<file path="config.mk">
export PLATFORM = sky130hd
export DESIGN_NAME = wb_stage
export DESIGN_NICKNAME = d
export VERILOG_FILES = /design/src/rtl/wb_stage.sv
export SDC_FILE = /design/constraint.sdc
export NUM_CORES = 1
export LEC_CHECK = 0
export CORE_ASPECT_RATIO = 0.7
export CORE_MARGIN = 2
export CORE_UTILIZATION = 35
export CTS_BUF_LIST = sky130_fd_sc_hd__clkbuf_16
export DETAILED_ROUTE_END_ITERATION = 6
export GPL_TIMING_DRIVEN = 1
export PLACE_DENSITY = 0.67
export SYNTH_ARGS = -nofsm -noshare
export SYNTH_HDL_FRONTEND = slang
export SYNTH_SLANG_ARGS = --single-unit
</file>
<file path="constraint.sdc">
create_clock -name clk -period 2.65 [get_ports clk]
set_clock_uncertainty 0.1 [all_clocks]
set_input_delay 0.3975 -clock clk [delete_from_list [all_inputs] [get_ports clk]]
set_output_delay 0.3975 -clock clk [all_outputs]
set_load 0.005 [all_outputs]
</file>
<file path="src/rtl/wb_stage.sv">
// RV32I writeback: load extract/extend, writeback mux, retire counters, misaligned-load trap.
// Latency: rf_* outputs are combinational (0 cycles), state updates on the next edge; no backpressure.
module wb_stage #(
  parameter int          XLEN           = 32,
  parameter logic [31:0] RESET_PC_DUMMY = 32'h0000_0000
) (
  input  logic            clk,
  input  logic            rst_n,
  input  logic            wb_valid,
  input  logic [XLEN-1:0] pc,
  input  logic [XLEN-1:0] alu,
  input  logic [2:0]      LDSel,
  input  logic [1:0]      WBSel,
  input  logic            RegWen,
  input  logic [31:0]     inst,
  input  logic [XLEN-1:0] dmem_rdata,
  input  logic            cnt_rst,
  output logic            rf_we,
  output logic [4:0]      rf_waddr,
  output logic [XLEN-1:0] rf_wdata,
  output logic [XLEN-1:0] cycle_cnt,
  output logic [XLEN-1:0] instret_cnt,
  output logic            misalign_err,
  output logic [XLEN-1:0] misalign_pc,
  output logic [XLEN-1:0] wb_pc_dbg
);

  localparam logic [2:0] LD_LB  = 3'd0;
  localparam logic [2:0] LD_LH  = 3'd1;
  localparam logic [2:0] LD_LW  = 3'd2;
  localparam logic [2:0] LD_LBU = 3'd4;
  localparam logic [2:0] LD_LHU = 3'd5;

  logic [1:0]      off;
  logic [7:0]      byte_v;
  logic [15:0]     half_v;
  logic [XLEN-1:0] ld_data;
  logic [4:0]      rd;
  logic            misaligned;
  logic            retire;
  logic            unused_inst;

  logic [XLEN-1:0] cycle_q, cycle_d;
  logic [XLEN-1:0] instret_q, instret_d;
  logic            err_q, err_d;
  logic [XLEN-1:0] mpc_q, mpc_d;
  logic [XLEN-1:0] dbg_q, dbg_d;

  assign off         = alu[1:0];
  assign rd          = inst[11:7];
  assign unused_inst = ^{inst[31:12], inst[6:0]};
  assign byte_v      = dmem_rdata[8*off +: 8];
  assign half_v      = off[1] ? dmem_rdata[31:16] : dmem_rdata[15:0];

  always_comb begin
    ld_data = '0;
    case (LDSel)
      LD_LB:   ld_data = {{24{byte_v[7]}}, byte_v};
      LD_LH:   ld_data = {{16{half_v[15]}}, half_v};
      LD_LW:   ld_data = dmem_rdata;
      LD_LBU:  ld_data = {24'h0, byte_v};
      LD_LHU:  ld_data = {16'h0, half_v};
      default: ld_data = '0;
    endcase
  end

  // Only loads can be misaligned; the address bits are ignored for other sources.
  assign misaligned = (WBSel == 2'd0) &&
                      ((((LDSel == LD_LH) || (LDSel == LD_LHU)) && off[0]) ||
                       ((LDSel == LD_LW) && (off != 2'b00)));
  assign retire     = wb_valid && !misaligned;

  always_comb begin
    rf_wdata = '0;
    case (WBSel)
      2'd0:    rf_wdata = ld_data;
      2'd1:    rf_wdata = alu;
      2'd2:    rf_wdata = pc + 32'd4;
      default: rf_wdata = '0;
    endcase
  end

  assign rf_waddr = rd;
  assign rf_we    = rst_n && retire && RegWen && (rd != 5'd0);

  assign cycle_d   = cnt_rst ? '0 : cycle_q + 32'd1;
  assign instret_d = cnt_rst ? '0 : instret_q + {31'd0, retire};
  assign err_d     = err_q || (wb_valid && misaligned);
  assign mpc_d     = (!err_q && wb_valid && misaligned) ? pc : mpc_q;
  assign dbg_d     = retire ? pc : dbg_q;

  always_ff @(posedge clk or negedge rst_n) begin
    if (!rst_n) begin
      cycle_q   <= '0;
      instret_q <= '0;
      err_q     <= 1'b0;
      mpc_q     <= '0;
      dbg_q     <= RESET_PC_DUMMY;
    end else begin
      cycle_q   <= cycle_d;
      instret_q <= instret_d;
      err_q     <= err_d;
      mpc_q     <= mpc_d;
      dbg_q     <= dbg_d;
    end
  end

  assign cycle_cnt    = cycle_q;
  assign instret_cnt  = instret_q;
  assign misalign_err = err_q;
  assign misalign_pc  = mpc_q;
  assign wb_pc_dbg    = dbg_q;

endmodule

</file>
Yosys cells after proc, flatten, opt, wreduce, memory -nomap -nowiden
Index checks and enable logic that the tools add are counted.

storage, ports and cells
  bits in read-only memories = 0
  latch bits = 0
  register bits after elaboration = 129
  RAM bits = 0
  memories kept = 0

operators by class
  multiplexer cells = 5
  bitwise logic cells = 0
  equal/unequal tests = 6
  $mul = 0
  divide/modulo/power cells = 0
  add/sub/neg operators = 3
  reductions and logical operators = 19
  shift-type cells = 1
  order comparisons = 0

operators by type and width
  kind                     count
  $pmux W32 S5             1
  $pmux W32 S3             1
  $mux W32                 2
  $add A32 B1 Y32          1
  $add A32 B1 Y32 const B  1
  $add A32 B3 Y32 const B  1
  $shiftx A32 B6 Y8        1
  $mux W16                 1
  $logic_and A1 B1 Y1      10
  $eq A3 B3 Y1 const B     2
  $reduce_bool A5 Y1       1
  $eq A3 B1 Y1 const B     1
  $eq A3 B2 Y1 const B     1
  $logic_not A3 Y1         1
  $logic_or A1 B1 Y1       3
  $eq A2 B1 Y1 const B     1
  $eq A2 B2 Y1 const B     1
  $logic_not A1 Y1         2
  $logic_not A2 Y1         1
  $reduce_bool A2 Y1       1

Longest topological paths before layout
Gate-level depths: netlist of the first run.

  depth after elaboration = 10
  mapped depth = 13
  depth with buffers taken out = 9

Worst setup path before layout of the first run
OpenSTA, ideal clock, no wires.

  kind = input to register
  start point = input LDSel[0]
  end point = register instret_q[31], in the netlist instret_cnt[31]
  stages on the path = 13
  required time = 2418 ps
  arrival = 2695 ps
  setup time = 132 ps
  setup slack = -277 ps
  buffers on the path = 4
  cell sequence = buf_6 > nand2b_1 > buf_2 > o32ai_4 > a21oi_2 > buf_2 > ha_1 > and4_1 > buf_2 > nand4_1 > nor4_1 > xnor2_1 > nor2_1

on the way
  longest elaborated chain between the ends = 9

RTL lines
  element                                              RTL line  RTL
  from (decl)                                          12        input logic [2:0] LDSel,
  $eq A3 B1 Y1 / $eq A3 B3 Y1 (equally long branches)  69        ((((LDSel == LD_LH) || (LDSel == LD_LHU)) && off[0]) ||
  $logic_or A1 B1 Y1                                   69
  $logic_and A1 B1 Y1                                  69
  $logic_or A1 B1 Y1 (*)                               69
  $logic_and A1 B1 Y1 (*)                              68        assign misaligned = (WBSel == 2'd0) &&
  $logic_not A1 Y1 (*)                                 71        assign retire = wb_valid && !misaligned;
  $logic_and A1 B1 Y1 (*)                              71
  $add A32 B1 Y32 (*)                                  87        assign instret_d = cnt_rst ? '0 : instret_q + {31'd0, retire};
  $mux W32 (*)                                         87
  net instret_d[31]                                    44        logic [XLEN-1:0] instret_q, instret_d;
  to (signal assigned)                                 101       instret_q <= instret_d;
  to (decl)                                            44

The timed path passes the listed nets; every way through them passes the cells marked *.
A chain may end at the register's enable or synchronous reset.

Final worst setup path of the first run
  start point = input pc[10]
  end point = output rf_wdata[22]

on the way
  longest elaborated chain between the ends = 2

RTL lines
  element          RTL line  RTL
  from (decl)      10        input logic [XLEN-1:0] pc,
  $add A32 B3 Y32  78        2'd2: rf_wdata = pc + 32'd4;
  $pmux W32 S3     75        case (WBSel)
  to (decl)        20        output logic [XLEN-1:0] rf_wdata,

No other way between the ends.

==> summary.txt, run 1 <==
Detailed routing
  • Vias/cell: 5.217
  • DRT iter0 DRCs: 493
  • DRT Pass-1 Iters: 5
  • Via Count: 7,371
  • DR DRC count: 0
  • DRT antenna net count: 0
  • Total wire length: 27.52 mm
  • Routed WL per cell: 19.48 um

GRT
  • Antenna violations before repair: 1
  • First-pass GRT wire length: 42.15 mm
  • Vias in the first global route: 7,269
  • GRT Overall Usage: 0.2458
  • Gr ovfl total: 0
  • Largest net degree at the start of global routing: 130

Yosys
  • Distinct cells, synth: 48
  • Synthesized area per cell: 10.20 sq um
  • Synth warn: 0
  • Syn Nets: 869
  • Asr flop ratio synth: 1.000
  • Main synth FF type: dfrtp_1
  • Post-synth EDFFs: 0
  • Sequential cell area fraction in the yosys report: 0.4354
  • Yosys reg bits: 129
  • Mapped Area: 7413 sq um
  • Gate Count Post-Synth: 727

Timing
  • RSZ-0062 raised after global routing: true
  • Setup_tns: 0 ns
  • Slew of the pin with the lowest slew margin: 0.7485 ns
  • Setup violators final: 0
  • Final worst setup slack: 0.04107 ns
  • Slew Limit Fails: 0
  • Final hold vios: 0
  • Tmin final: 2.609 ns
  • F_max: 383.3 MHz
  • Tcrit/Tclk final: 0.9845
  • Worst slew margin: 0.5010

Hold path
  • Worst min-delay path class: in -> reg
  • Worst min-delay path endpoint: misalign_pc[8]
  • Hold Crit Start: pc[8]
  • Worst hold path stage count: 2

Worst setup path
  • Worst Path Arrival: 2.11 ns
  • CP required: 2.15 ns
  • R2R Path Start: cycle_cnt[2]
  • Nature of the critical path startpoint: primary input
  • R2R cell count: 5
  • Reg-to-reg slack, setup: 0.59 ns
  • FF-to-FF End: cycle_cnt[31]
  • CP endpoint kind: output pin
  • WS Path Type: in -> out
  • Maximum fanout along the worst path: 4

Die
  • Starting Density: 0.3572
  • Core area: 20,750 sq um
  • DIE AREA: 22,380 sq um
  • Vert. Die Dim: 125.8 um
  • Io pins: 305
  • # rows: 44
  • Die width: 178.0 um

Final layout
  • Most frequent cells in the layout: clkdlybuf4s50_1, dfrtp_1, buf_4
  • Layout fillers: 1,736
  • Most common cell after layout, fill and taps aside: clkdlybuf4s50_1
  • Area growth syn-to-layout: 68.57%
  • Register area: 3228 sq um
  • Fin util: 0.6021
  • Post-route insts no fill: 1,413
  • Share of layout cells above drive strength 1: 0.2923
  • Multi-input gate area: 4314 sq um
  • Nets: 1,265

Clock tree
  • Worst-path clk slew: 0.06 ns
  • Root Driver: clkbuf_16
  • Clock buffer count from CTS: 17
  • CTS tree: built
  • Later-pin clock latency in the skew report: 0.42 ns
  • Clock Path Buffers: 2
  • CTS H-tree lvls: 4
  • Clk sinks: 129

Job
  • Max_cap viols: 0

Placed design
  • Dpl cells: 1,344
  • Port bufs: 277
  • Post-place setup slack: -0.5882 ns
  • Placer Congestion: 0.9332
  • DP Wirelength: 20.27 mm

Outcome
  • Status: completed

Power
  • Power Density: 513.1 nW/um^2
  • LEAKAGE: 0.005339 uW
  • Peak VDD IR: 0.3764 mV
[worst max path at each step]
| stage | startpoint | to | slack, ns |
|---|---|---|---|
| global route | pc[13] | rf_wdata[22] | -0.02 |
| global placement | pc[8] | rf_wdata[26] | -0.59 |
| detailed placement | pc[8] | rf_wdata[23] | -0.59 |
| CTS | alu[1] | rf_wdata[19] | -0.15 |
| finish | pc[10] | rf_wdata[22] | 0.04 |
| floorplan | LDSel[0] | instret_cnt[31] | 0.003 |
[synthesized netlist by cell type, types with 11 or more instances]
cell type | count | share of area
a21oi_1 | 12 | 0.0081
a22oi_1 | 27 | 0.027
and3_1 | 13 | 0.011
and4_1 | 14 | 0.017
clkbuf_1 | 27 | 0.014
dfrtp_1 | 129 | 0.44
inv_1 | 11 | 0.0056
mux2_2 | 35 | 0.053
mux2_4 | 30 | 0.061
nand2_1 | 46 | 0.023
nand3_1 | 28 | 0.019
nand4_1 | 24 | 0.020
nor2_1 | 70 | 0.035
nor3_1 | 25 | 0.017
nor4_1 | 13 | 0.011
o21ai_0 | 27 | 0.018
o221ai_1 | 18 | 0.021
or3_1 | 11 | 0.0093
xnor2_1 | 52 | 0.061
xor2_1 | 26 | 0.031
[what timing repair did]
item / 4_1_cts / 5_1_grt
buffers inserted: 26 / 8
hold endpoints to repair: 0 / 5
gates cloned: 1 / 0
hold buffers: 0 / 1
setup endpoints to repair: 40 / 46
pin swaps: 31 / 17
resized for setup: 176 / 42
[sequential cells by signal, summed over array words and instances, names as in the netlist]
register      flops
misalign_pc      32
misalign_err      1
instret_cnt      32
cycle_cnt        32
wb_pc_dbg        32
[logic make-up after synthesis]
| logic type | after synthesis | synth area share |
|---|---|---|
| compound gates | 114 | 0.1095 |
| xor+xnor | 78 | 0.09215 |
| fa+ha+maj | 4 | 0.006751 |
| buf+inv | 61 | 0.04371 |
| flops | 129 | 0.4354 |
| mux | 74 | 0.1278 |
| simple gates | 267 | 0.1846 |
[routing by layer]
metal,global-route usage,vias to the layer above,part of all wire
li1,-,3446,-
met1,0.3725,3657,0.49
met2,0.3527,248,0.43
met3,0.05616,20,0.068
met4,0.05834,0,0.011
met5,0,-,0
[worst max-delay path, stage by stage]
cell           delay (ns)
dlygate4sd2_1        0.23
buf_6                0.12
nand4_1              0.16
nor4_2               0.30
buf_4                0.17
buf_4                0.11
nand4_1              0.10
xor2_1               0.22
o221ai_1             0.16
clkbuf_2             0.13
[stage by stage]
stage	hold WS [ns]	instance area, sq um	power [uW]
CTS	0.01143	12290	6440
detailed placement	0.3869	11190	3846
finish	0.2145	12500	6412
global placement	0.3793	11190	3835
floorplan	0.001909	7473	2828
global route	0.2197	12500	6693
[final cells by class]
| class | count | share of cell area |
|---|---|---|
| multi-input cells | 537 | 0.3452 |
| repair buffers | 427 | 0.3148 |
| flip-flops and latches | 129 | 0.2583 |
| clock buffers | 17 | 0.03404 |
| well taps | 276 | 0.02763 |
| clock inverters | 15 | 0.01652 |
| inverters | 11 | 0.003304 |
| diodes | 1 | 0.0002002 |
[report_power, final]
part | leakage [uW] | switching (uW) | total [uW] | internal, uW
logic | 0.00335 | 586 | 1570 | 989
registers | 0.00168 | 127 | 2300 | 2180
clock network | 0.000310 | 946 | 2530 | 1590
Power figures use the tool's default switching activity.
==> inputs of run 2 (changes only) <==
--- a/config.mk
+++ b/config.mk
@@ -11,7 +11,9 @@
 export CTS_BUF_LIST = sky130_fd_sc_hd__clkbuf_16
 export DETAILED_ROUTE_END_ITERATION = 6
 export GPL_TIMING_DRIVEN = 1
+export MAX_ROUTING_LAYER = met4
 export PLACE_DENSITY = 0.67
+export SLEW_MARGIN = 20
 export SYNTH_ARGS = -nofsm -noshare
 export SYNTH_HDL_FRONTEND = slang
 export SYNTH_SLANG_ARGS = --single-unit
==> summary.txt, run 2 (synthesis gave the netlist of run 1 again) <==
Outcome
  • Status: finished, violations left
  • Failing checks: negative hold slack, negative setup slack

GRT
  • Largest net degree at the start of global routing: 130
  • Antenna violations before repair: 0
  • First-pass GRT wire length: 42.39 mm
  • Vias in the first global route: 7,173
  • Gr ovfl total: 0
  • GRT Overall Usage: 0.2566

Worst setup path
  • Nature of the critical path startpoint: primary input
  • R2R cell count: 5
  • CP endpoint: rf_wdata[4]
  • R2R Path Start: instret_cnt[8]
  • CP required: 2.15 ns
  • Reg-to-reg slack, setup: 0.46 ns
  • Crit-path cells: clkdlybuf4s50_1, buf_6, nand2b_4, buf_12, clkbuf_16, a31oi_2, a2bb2oi_2, o21ai_1, dlygate4sd2_1
  • CP endpoint kind: output pin
  • FF-to-FF End: instret_cnt[24]
  • Crit-path slowest cell: clkdlybuf4s50_1
  • WS Path Type: in -> out
  • Worst Path Arrival: 2.21 ns
  • CP startpoint: LDSel[0]
  • Worst stage delay on the critical path: 0.41 ns
  • Maximum fanout along the worst path: 7

Power
  • Pint: 4649 uW
  • Reg power frac: 0.364
  • Comb pwr share: 0.248
  • LEAKAGE: 0.005236 uW
  • Clock share of power: 0.388
  • Power Density: 509.9 nW/um^2
  • Peak VDD IR: 0.3596 mV
  • NetSw: 1671 uW
  • Sw frac: 0.2643
  • Tot Pwr: 6320 uW

Die
  • Io pins: 305
  • DIE AREA: 22,380 sq um
  • Vert. Die Dim: 125.8 um
  • Starting Density: 0.3572
  • # rows: 44
  • Core area: 20,750 sq um
  • Die width: 178.0 um

Detailed routing
  • Vias/cell: 5.271
  • Routed WL per cell: 19.86 um
  • Via Count: 7,369
  • DRT Pass-1 Iters: 5
  • DR DRC count: 0
  • DRT iter0 DRCs: 511
  • Total wire length: 27.76 mm
  • DRT antenna net count: 0

Timing
  • F_max: 369.1 MHz
  • Tcrit/Tclk final: 1.022
  • Tmin final: 2.709 ns
  • Slew Limit Fails: 0
  • Slew of the pin with the lowest slew margin: 0.7350 ns
  • Worst slew margin: 0.5100
  • RSZ-0062 raised after global routing: true
  • Final hold vios: 25
  • Min Hold Slack: -0.05775 ns
  • Final worst setup slack: -0.05899 ns
  • Setup violators final: 2
  • Setup_tns: -0.1137 ns

Job
  • Max_cap viols: 0

Final layout
  • N_diodes: 0
  • Layout fillers: 1,797
  • Nets: 1,251
  • Most common cell after layout, fill and taps aside: clkdlybuf4s50_1
  • Most frequent cells in the layout: clkdlybuf4s50_1, dfrtp_1, buf_4
  • Area growth syn-to-layout: 67.17%
  • Share of layout cells above drive strength 1: 0.2932

Clock tree
  • Clock buffer count from CTS: 17
  • Hold Buf Count CTS: 0
  • Root Driver: clkbuf_16
  • CTS H-tree lvls: 4
  • Clk sinks: 129
  • CTS tree: built
  • Clock Path Buffers: 2
  • Later-pin clock latency in the skew report: 0.42 ns
  • Worst-path clk slew: 0.07 ns

Placed design
  • Port bufs: 277
  • DP Wirelength: 20.52 mm
  • Post-place setup slack: -0.6632 ns
  • Placer Congestion: 0.9336

Hold path
  • Worst min-delay path class: in -> async
[run 2: changes by cell type in the layout (fill, tap and decap cells not counted), moves of 4 or more]
| cell | delta |
|---|---|
| buf_4 | -20 |
| dlygate4sd2_1 | -15 |
| buf_2 | +6 |
| clkdlybuf4s50_1 | +6 |
| o21ai_1 | +5 |
| buf_6 | +4 |
| clkbuf_2 | +4 |
[run 2: critical path, delay by kind of cell]
kind                   cells  cell delay, ns
AOI/OAI and AO/OA          3            0.51
buffers and inverters      5            1.11
and+or+nand+nor            1            0.18
[run 2: power groups by stage]
stage	Clock, uW	Sequential (uW)	Combinational [uW]
after floorplan	0	2330	494
after global placement	0	2330	1510
after detailed placement	0	2330	1520
after CTS	2510	2300	1540
after global routing	2610	2320	1670
final	2450	2300	1570
[run 2: worst min-delay path by stage]
stage | to | start | slack, ns
detailed placement | misalign_err | misalign_err | 0.38
floorplan | cycle_cnt[0] | rst_n | 0.002
global placement | misalign_err | misalign_err | 0.38
finish | instret_cnt[16] | rst_n | -0.06
global route | instret_cnt[19] | rst_n | 0.003
CTS | instret_cnt[16] | rst_n | 0.006
[run 2: layout make-up]
type | count | area, sq um | share of cell area
Inverter | 11 | 41.29 | 0.003332
Multi-Input combinational cell | 537 | 4328 | 0.3492
Tap cell | 276 | 345.3 | 0.02786
Clock buffer | 17 | 425.4 | 0.03433
Timing Repair Buffer | 413 | 3841 | 0.3099
Clock inverter | 15 | 183.9 | 0.01484
Sequential cell | 129 | 3228 | 0.2605
[run 2: stage by stage]
| step | util | instances | area [sq um] |
|---|---|---|---|
| global placement | 0.5396 | 1345 | 11200 |
| finish | 0.5971 | 1398 | 12390 |
| global route | 0.5971 | 1398 | 12390 |
| detailed placement | 0.5396 | 1345 | 11200 |
| floorplan | - | 727 | 7473 |
| CTS | 0.5853 | 1391 | 12150 |
[run 2: metal layers]
metal / vias to the layer above / track usage / wire (um)
li1: 3417 / - / -
met1: 3629 / 0.3740 / 13120
met2: 282 / 0.3479 / 11850
met3: 41 / 0.06975 / 2247
met4: 0 / 0.06750 / 546
met5: - / - / 0
[run 2: what timing repair did]
item                                    in CTS  in global routing
cloned                                       1                  1
setup buffers                               13                  6
pin swaps                                   32                 24
gates resized for setup                    173                 77
endpoints found under the setup margin      52                 46
==> inputs of run 3 (changes only) <==
--- a/config.mk
+++ b/config.mk
@@ -8,12 +8,13 @@
 export CORE_ASPECT_RATIO = 0.7
 export CORE_MARGIN = 2
 export CORE_UTILIZATION = 35
-export CTS_BUF_LIST = sky130_fd_sc_hd__clkbuf_16
+export CTS_BUF_LIST = sky130_fd_sc_hd__clkbuf_2 sky130_fd_sc_hd__clkbuf_4 sky130_fd_sc_hd__clkbuf_8
 export DETAILED_ROUTE_END_ITERATION = 6
 export GPL_TIMING_DRIVEN = 1
 export MAX_ROUTING_LAYER = met4
 export PLACE_DENSITY = 0.67
-export SLEW_MARGIN = 20
+export SKIP_CTS_REPAIR_TIMING = 1
+export SLEW_MARGIN = 0
 export SYNTH_ARGS = -nofsm -noshare
 export SYNTH_HDL_FRONTEND = slang
 export SYNTH_SLANG_ARGS = --single-unit
==> summary.txt, run 3 (synthesis gave the netlist of run 1 again) <==
Final layout
  • Share of layout cells above drive strength 1: 0.2607
  • Area growth syn-to-layout: 64.24%
  • Most frequent cells in the layout: clkdlybuf4s50_1, dfrtp_1, buf_4
  • Post-route insts no fill: 1,396
  • Register area: 3228 sq um
  • Most common cell after layout, fill and taps aside: clkdlybuf4s50_1
  • N_diodes: 0
  • Cell area after layout: 12,180 sq um
  • Nets: 1,249
  • Multi-input gate area: 4155 sq um
  • Layout fillers: 1,800

Die
  • # rows: 44
  • Starting Density: 0.3572
  • Vert. Die Dim: 125.8 um
  • Die width: 178.0 um
  • Io pins: 305
  • Core area: 20,750 sq um
  • DIE AREA: 22,380 sq um

Timing
  • Tmin final: 2.874 ns
  • F_max: 348.0 MHz
  • Final worst setup slack: -0.2238 ns
  • Slew Limit Fails: 0
  • Tcrit/Tclk final: 1.084
  • RSZ-0062 raised after global routing: true
  • Worst slew margin: 0.4915
  • Slew of the pin with the lowest slew margin: 0.7628 ns
  • Final hold vios: 0
  • Setup violators final: 2

Detailed routing
  • Via Count: 7,236
  • Total wire length: 27.32 mm
  • DRT iter0 DRCs: 540
  • DRT Pass-1 Iters: 7
  • DRT antenna net count: 0
  • DR DRC count: 14
  • Vias/cell: 5.183
  • Routed WL per cell: 19.57 um

GRT
  • GRT Overall Usage: 0.2469
  • Largest net degree at the start of global routing: 130
  • Antenna violations before repair: 0
  • Gr ovfl total: 0
  • First-pass GRT wire length: 40.85 mm
  • Vias in the first global route: 6,967

Power
  • Sw frac: 0.2767
  • NetSw: 1581 uW
  • Clock share of power: 0.325
  • Comb pwr share: 0.273
  • LEAKAGE: 0.005523 uW
  • Power Density: 469.3 nW/um^2
  • Peak VDD IR: 0.3295 mV
  • Reg power frac: 0.402
  • Pint: 4133 uW

Worst setup path
  • CP endpoint kind: output pin
  • CP required: 2.15 ns
  • Reg-to-reg slack, setup: 0.51 ns
  • CP startpoint: LDSel[0]
  • WS Path Type: in -> out
  • Worst Path Arrival: 2.38 ns
  • Maximum fanout along the worst path: 7
  • R2R Path Start: instret_cnt[8]
  • Nature of the critical path startpoint: primary input

Clock tree
  • Later-pin clock latency in the skew report: 0.45 ns
  • Worst-path clk slew: 0.08 ns
  • CTS tree: built
  • Clk sinks: 129
  • Clock buffer count from CTS: 17
  • Root Driver: clkbuf_8
  • Clock Path Buffers: 2
  • CTS H-tree lvls: 4

Outcome
  • Status: finished, violations left
  • Failing checks: design-rule violations, negative setup slack

Hold path
  • Hold Crit Start: pc[11]
  • Worst min-delay path class: in -> reg

Placed design
  • Placed Area: 11,200 sq um
  • DP Wirelength: 20.52 mm
  • Placer Congestion: 0.9336
  • Port bufs: 277
  • Dpl cells: 1,345

Job
  • Max_cap viols: 0
==> run 3: changes by cell type in the layout (fill, tap and decap cells not counted), moves of 4 or more <==
| cell | before | now |
|---|---|---|
| dlymetal6s2s_1 | 4 | 54 |
| dlygate4sd2_1 | 23 | 0 |
| clkbuf_16 | 18 | 0 |
| clkbuf_8 | 0 | 17 |
| clkdlybuf4s15_1 | 12 | 0 |
| buf_2 | 13 | 3 |
| buf_4 | 109 | 119 |
| buf_6 | 19 | 11 |
| clkbuf_2 | 10 | 2 |
| a31oi_1 | 3 | 7 |
==> run 3: path summary, 6_finish.rpt <==
path / endpoint / depth (start not counted)
min: misalign_pc[11] / 3
max: rf_wdata[4] / 9
max reg2reg: instret_cnt[25] / 5
min reg2reg: cycle_cnt[0] / 1
min in group asynchronous: instret_cnt[16] / 3
max in group asynchronous: misalign_pc[5] / 3
==> run 3: through the flow <==
step	hold WS (ns)	utilization	TNS, ns	worst slack, ns	total power, uW
final	0.2636	0.5866	-0.4351	-0.2238	5714
after global routing	0.2418	0.5866	-0.8317	-0.2719	5982
after CTS	-0.04591	0.5601	-17.97	-0.6673	5730
after detailed placement	0.3812	0.5396	-43.12	-0.6632	3847
after global placement	0.3794	0.5396	-40.54	-0.6262	3834
after floorplan	0.001909	-	0	0.002893	2828
==> run 3: final cells by class <==
| cell class | count | share of cell area |
|---|---|---|
| repair buffers | 411 | 0.3269 |
| clock inverters | 13 | 0.01449 |
| clock buffers | 19 | 0.02045 |
| well taps | 276 | 0.02836 |
| inverters | 11 | 0.003391 |
| flip-flops and latches | 129 | 0.2651 |
| multi-input cells | 537 | 0.3413 |
==> run 3: power groups by stage <==
stage	Combinational, uW	Sequential, uW	Clock (uW)
2_1_floorplan	494	2330	0
3_3_place_gp	1510	2330	0
3_5_place_dp	1520	2330	0
4_1_cts	1530	2290	1910
5_1_grt	1660	2320	2000
6_report	1560	2300	1860
==> run 3: critical path: stages <==
cell             delay (ns)
clkdlybuf4s50_1        0.47
buf_6                  0.13
nand2b_4               0.14
buf_4                  0.15
nor2_1                 0.06
a31oi_1                0.15
a2bb2oi_1              0.32
o21ai_1                0.10
clkdlybuf4s50_1        0.46
==> run 3: layer usage <==
metal / vias up / routed length, um / global-route usage
li1: 3400 / - / -
met1: 3561 / 13490 / 0.3680
met2: 252 / 11680 / 0.3326
met3: 23 / 1787 / 0.05827
met4: 0 / 357 / 0.06268
met5: - / 0 / -
